<file path="src/rtl/mem_port_arbiter.sv">
// mem_port_arbiter: shares one memory port between the fetch stage (I) and the
// memory stage (D). One access in flight at a time; when both stages want the
// port, the grant alternates so neither starves.
module mem_port_arbiter #(
    parameter int MEM_LAT = 2,
    parameter int AW      = 32,
    parameter int DW      = 32
) (
    input  logic            clk,
    input  logic            rst,
    // fetch stage
    input  logic            if_req,
    input  logic [AW-1:0]   if_addr,
    output logic            if_ready,
    output logic [DW-1:0]   if_rdata,
    // memory stage
    input  logic            d_req,
    input  logic            d_we,
    input  logic [AW-1:0]   d_addr,
    input  logic [DW-1:0]   d_wdata,
    input  logic [DW/8-1:0] d_be,
    output logic            d_ready,
    output logic [DW-1:0]   d_rdata,
    // shared memory port
    output logic            mem_en,
    output logic            mem_we,
    output logic [AW-1:0]   mem_addr,
    output logic [DW-1:0]   mem_wdata,
    output logic [DW/8-1:0] mem_be,
    input  logic [DW-1:0]   mem_rdata,
    // pipeline control
    output logic            stall,
    output logic            busy
);

    localparam int BW = DW / 8;
    // WAIT lasts MEM_LAT-1 cycles: the counter is loaded with MEM_LAT-2 and
    // DONE follows the cycle it reads zero.
    localparam logic [3:0] WAIT_INIT = (MEM_LAT > 1) ? 4'(MEM_LAT - 2) : 4'd0;

    typedef enum logic [1:0] {IDLE, ISSUE, WAIT, DONE} state_t;

    state_t          state, state_nxt;
    logic            last_d, last_d_nxt;   // most recent grant went to D
    logic            gnt_d, gnt_d_nxt;     // owner of the access in flight
    logic [3:0]      cnt, cnt_nxt;
    logic [AW-1:0]   addr_q, addr_nxt;
    logic            we_q, we_nxt;
    logic [DW-1:0]   wdata_q, wdata_nxt;
    logic [BW-1:0]   be_q, be_nxt;
    logic            grant, grant_d;

    // Next-state logic: arbitration in IDLE/DONE, latency sequencing otherwise.
    always_comb begin
        // NOTE: every variable gets a default first so no path leaves it unassigned (no latch).
        state_nxt  = state;
        last_d_nxt = last_d;
        gnt_d_nxt  = gnt_d;
        cnt_nxt    = cnt;
        addr_nxt   = addr_q;
        we_nxt     = we_q;
        wdata_nxt  = wdata_q;
        be_nxt     = be_q;
        grant      = 1'b0;
        grant_d    = 1'b0;

        unique case (state)
            IDLE: begin
                if (if_req || d_req) begin
                    grant   = 1'b1;
                    // D wins a tie only if I was served last.
                    grant_d = d_req && (!if_req || !last_d);
                end
            end
            ISSUE: begin
                if (MEM_LAT == 1) begin
                    state_nxt = DONE;
                end else begin
                    cnt_nxt   = WAIT_INIT;
                    state_nxt = WAIT;
                end
            end
            WAIT: begin
                if (cnt == 4'd0) state_nxt = DONE;
                else             cnt_nxt   = cnt - 4'd1;
            end
            DONE: begin
                // Hand the port straight to the other requester; never re-grant the owner.
                if (gnt_d ? if_req : d_req) begin
                    grant   = 1'b1;
                    grant_d = !gnt_d;
                end else begin
                    state_nxt = IDLE;
                end
            end
            default: state_nxt = IDLE;
        endcase

        if (grant) begin
            state_nxt  = ISSUE;
            gnt_d_nxt  = grant_d;
            last_d_nxt = grant_d;
            if (grant_d) begin
                addr_nxt  = d_addr;
                we_nxt    = d_we;
                wdata_nxt = d_wdata;
                be_nxt    = d_be;
            end else begin
                addr_nxt  = if_addr;
                we_nxt    = 1'b0;
                wdata_nxt = '0;
                be_nxt    = '1;
            end
        end
    end

    // State and payload registers with synchronous reset.
    always_ff @(posedge clk) begin
        // NOTE: sequential state uses non-blocking assignments so all registers update together.
        if (rst) begin
            state   <= IDLE;
            last_d  <= 1'b0;
            gnt_d   <= 1'b0;
            cnt     <= 4'd0;
            addr_q  <= '0;
            we_q    <= 1'b0;
            wdata_q <= '0;
            be_q    <= '0;
        end else begin
            state   <= state_nxt;
            last_d  <= last_d_nxt;
            gnt_d   <= gnt_d_nxt;
            cnt     <= cnt_nxt;
            addr_q  <= addr_nxt;
            we_q    <= we_nxt;
            wdata_q <= wdata_nxt;
            be_q    <= be_nxt;
        end
    end

    assign mem_en    = (state == ISSUE);
    assign mem_we    = mem_en && we_q;
    assign mem_addr  = addr_q;
    assign mem_wdata = wdata_q;
    assign mem_be    = be_q;

    assign if_ready  = (state == DONE) && !gnt_d;
    assign d_ready   = (state == DONE) &&  gnt_d;
    assign if_rdata  = if_ready ? mem_rdata : '0;
    // A store's ready is only a write acknowledge, so it carries no data.
    assign d_rdata   = (d_ready && !we_q) ? mem_rdata : '0;

    assign stall     = (if_req && !if_ready) || (d_req && !d_ready);
    assign busy      = (state != IDLE);

endmodule

</file>
<file path="config.mk">
export PLATFORM = sky130hd
export DESIGN_NAME = mem_port_arbiter
export DESIGN_NICKNAME = d
export VERILOG_FILES = /design/src/rtl/mem_port_arbiter.sv
export SDC_FILE = /design/constraint.sdc
export NUM_CORES = 1
export LEC_CHECK = 0
export ABC_AREA = 0
export CAP_MARGIN = 20
export CORE_AREA = 2 2 106 108
export CTS_CLUSTER_SIZE = 40
export DETAILED_ROUTE_END_ITERATION = 8
export DIE_AREA = 0 0 108 110
export MAX_ROUTING_LAYER = met4
export PLACE_DENSITY = 0.8
export SETUP_SLACK_MARGIN = 0.4
export SKIP_LAST_GASP = 1
export SYNTH_ARGS = -nofsm -noshare
export SYNTH_HDL_FRONTEND = slang
export SYNTH_SLANG_ARGS = --single-unit
</file>
<file path="constraint.sdc">
create_clock -name clk -period 5 [get_ports clk]
set_input_delay 0.75 -clock clk [delete_from_list [all_inputs] [get_ports clk]]
set_output_delay 0.75 -clock clk [all_outputs]
set_load 0.02 [all_outputs]
</file>
==> out/qor.yml <==
sta:
  finalSetupViolCount: 0
  finalCritPeriodShare: 0.626
  hold_viol: 0
  finClkSkew_ns: 0.00552
  hold_ws_ns: 0.470
  fin_crit_ns: 3.13
  relSlewSlack: 0.482
  rsz0062_at_grt: "false"
  tightestPinTransition_ns: 0.775
  clock.fmax_ghz: 0.320
  maxSlewViolCount: 0
  fin_setup_tns_ns: 0
floorplan:
  num_rows: 38
  die_area_um2: 11900
  coreArea_um2: 10700
  die_h_um: 110
  initial_core_util: 0.332
  die_x_um: 108
  top_level_ports: 275
job:
  drv_cap: 0
cts:
  postCtsSetupBuffers: 0
  clock_sinks: 76
  cts_tree: "done"
  htree_levels: 3
  holdBufCountCts: 0
  clk_latency_ns: 0.35
  cts-root-buf: "clkbuf_8"
  cts_resized: 0
  cts_buffer_depth: 2
  numCtsBuffers: 9
  path_clk_slew_ns: 0.07
synthesis:
  synth_edf_count: 0
  synthCells: 402
  synth_area_leaders: "dfxtp_1 (43%), and2_1 (11%), a22o_1 (8.1%)"
  ys_seq_area_frac: 0.429
  yosysMostFrequentCell: "dfxtp_1"
  ys_async_sr_fraction: 0
  syn-num-nets: 545
  ys_ff_latch: 76
  synth_top_flop_cell: "dfxtp_1"
  syn_area_per_cell_um2: 8.83
  synth_common_cells: "dfxtp_1 (76), nand2_1 (69), and2_1 (65), nor2_1 (40), a22o_1 (33)"
  ys_types: 37
  synthesis.area_um2: 3550
  yosys_warnings: 0
  yosysTopAreaCell: "dfxtp_1"
  synth_top_area_share: 0.429
worst_hold_path:
  hold_class: "register to register"
  hold_start: "cnt[0]$_SDFFE_PP0P_"
drt:
  drtIter0Drc: 225
  drc: 0
  first_pass_iters: 4
  routed_via_density: 4.88
  antenna_left: 0
  routed_wl_mm: 12.5
  vias: 3946
  wl_per_cell_um: 15.5
critical_path:
  crit_end: "d_rdata[21]"
  worstSetupPathDepth: 6
  setup.worst_path.start_class: "register"
  r2r_cells: 7
  critPathKind: "register to primary output"
  crit_family: "buffers and inverters"
  reg2reg_slack_ns: 2.66
  slowest_stage: "clkdlybuf4s50_1"
  cp.arrival_ns: 2.38
  required_ns: 4.25
  crit_buf_inv: 2
  reg2reg_to: "mem_addr[23]$_SDFFE_PP0P_"
  r2r-start: "state[0]$_SDFFE_PP0P_"
  worstPathMaxFanout: 32
  critPathLaunch: "state[1]$_SDFFE_PP0P_"
  cp_cell_sequence: "ha_1 > nand2_1 > nor2_1 > buf_4 > and2_1 > clkdlybuf4s50_1"
  cp-end-kind: "primary output"
  cpPeakStageDelay_ns: 0.61
layout:
  fillers: 912
  multi_input_area_um2: 1840
  finalNonFillerCells: 809
  layout-drive-gt1-share: 0.0613
  nets: 808
  seq_area_um2: 1520
  syn_to_final_growth_pct: 85.6
  antennaDiodeCount: 0
placement:
  dp_cells: 793
  gp_congestion: 0.782
  port_buffers: 274
  hpwl_mm: 9.57
global_routing:
  grt_pass1_vias: 3830
  grt_usage: 0.201
  gr-total-overflow: 0
  antenna_found_initial: 0
  grt_pass1_wl_mm: 18.2
  grt_max_degree: 70
power_and_ir_drop:
  total_power_mw: 3.12
  ir_drop_mv: 0.264
  power.density_nw_per_um2: 474
  leakagePower_nw: 2.52
run_status:
  outcome: "finished clean"
power by group:
| part | internal (mW) | total, mW | switching, mW |
|---|---|---|---|
| sequential | 0.794 | 0.901 | 0.107 |
| clock | 0.204 | 0.417 | 0.213 |
| combinational | 0.824 | 1.80 | 0.979 |
| total | 1.82 | 3.12 | 1.30 |
worst min path at each step:
stage,slack (ns),endpoint,depth (start not counted)
after CTS,0.47,cnt[0]$_SDFFE_PP0P_,2
final,0.47,cnt[0]$_SDFFE_PP0P_,2
after detailed placement,0.46,mem_wdata[23]$_SDFFE_PP0P_,1
after floorplan,0.44,cnt[0]$_SDFFE_PP0P_,2
after global routing,0.50,mem_wdata[17]$_SDFFE_PP0P_,1
after global placement,0.46,cnt[0]$_SDFFE_PP0P_,2
cells in the final DEF, fill, tap and decap left out, drive strengths merged, types with 5 or more instances in the layout:
| cell type | instances |
|---|---|
| clkdlybuf4s50 | 273 |
| dfxtp | 76 |
| nand2 | 69 |
| and2 | 65 |
| nor2 | 42 |
| a22o | 33 |
| a311oi | 32 |
| clkbuf | 13 |
| buf | 9 |
| inv | 8 |
| ha | 6 |
| o21ai | 6 |
| o22ai | 5 |
cells by family after synthesis:
group,share of synthesized area
AOI/OAI and AO/OA,0.232
adders and majority gates,0.0212
buffers and inverters,0.0515
DFF,0.429
muxes,0.00423
and+or+nand+nor,0.263
layout make-up:
type                       count  share of cell area
tap                          140              0.0266
clock inverter                 2             0.00152
multi-input combinational    288               0.280
sequential                    76               0.231
timing repair buffer         282               0.432
clock buffer                  13              0.0241
inverter                       8             0.00456
stage by stage:
stage / util / worst slack (ns) / area [um^2]
5_1_grt: 0.616 / 1.72 / 6590
3_5_place_dp: 0.597 / 1.99 / 6390
6_report: 0.616 / 1.87 / 6590
4_1_cts: 0.613 / 1.85 / 6560
2_1_floorplan: - / 2.74 / 3550
3_3_place_gp: 0.593 / 1.90 / 6350
worst min-delay path: cells and delay by family, from the launching register on:
kind | cells | cell delay, ns
flip-flops | 1 | 0.32
AO/OA/AOI/OAI | 1 | 0.05
AND/OR/NAND/NOR | 1 | 0.05
sequential cells by signal, indices dropped and copies added (netlist names):
register / cells
gnt_d: 1
cnt: 4
state: 2
mem_addr: 32
mem_be: 4
mem_wdata: 32
we_q: 1
per-layer routing:
layer  track usage  wire length (um)
met1         0.197              4680
met2         0.372              6470
met3        0.0447               924
met4         0.107               424
met5             -                 0
Note: power is estimated with default switching activity, not from simulation.
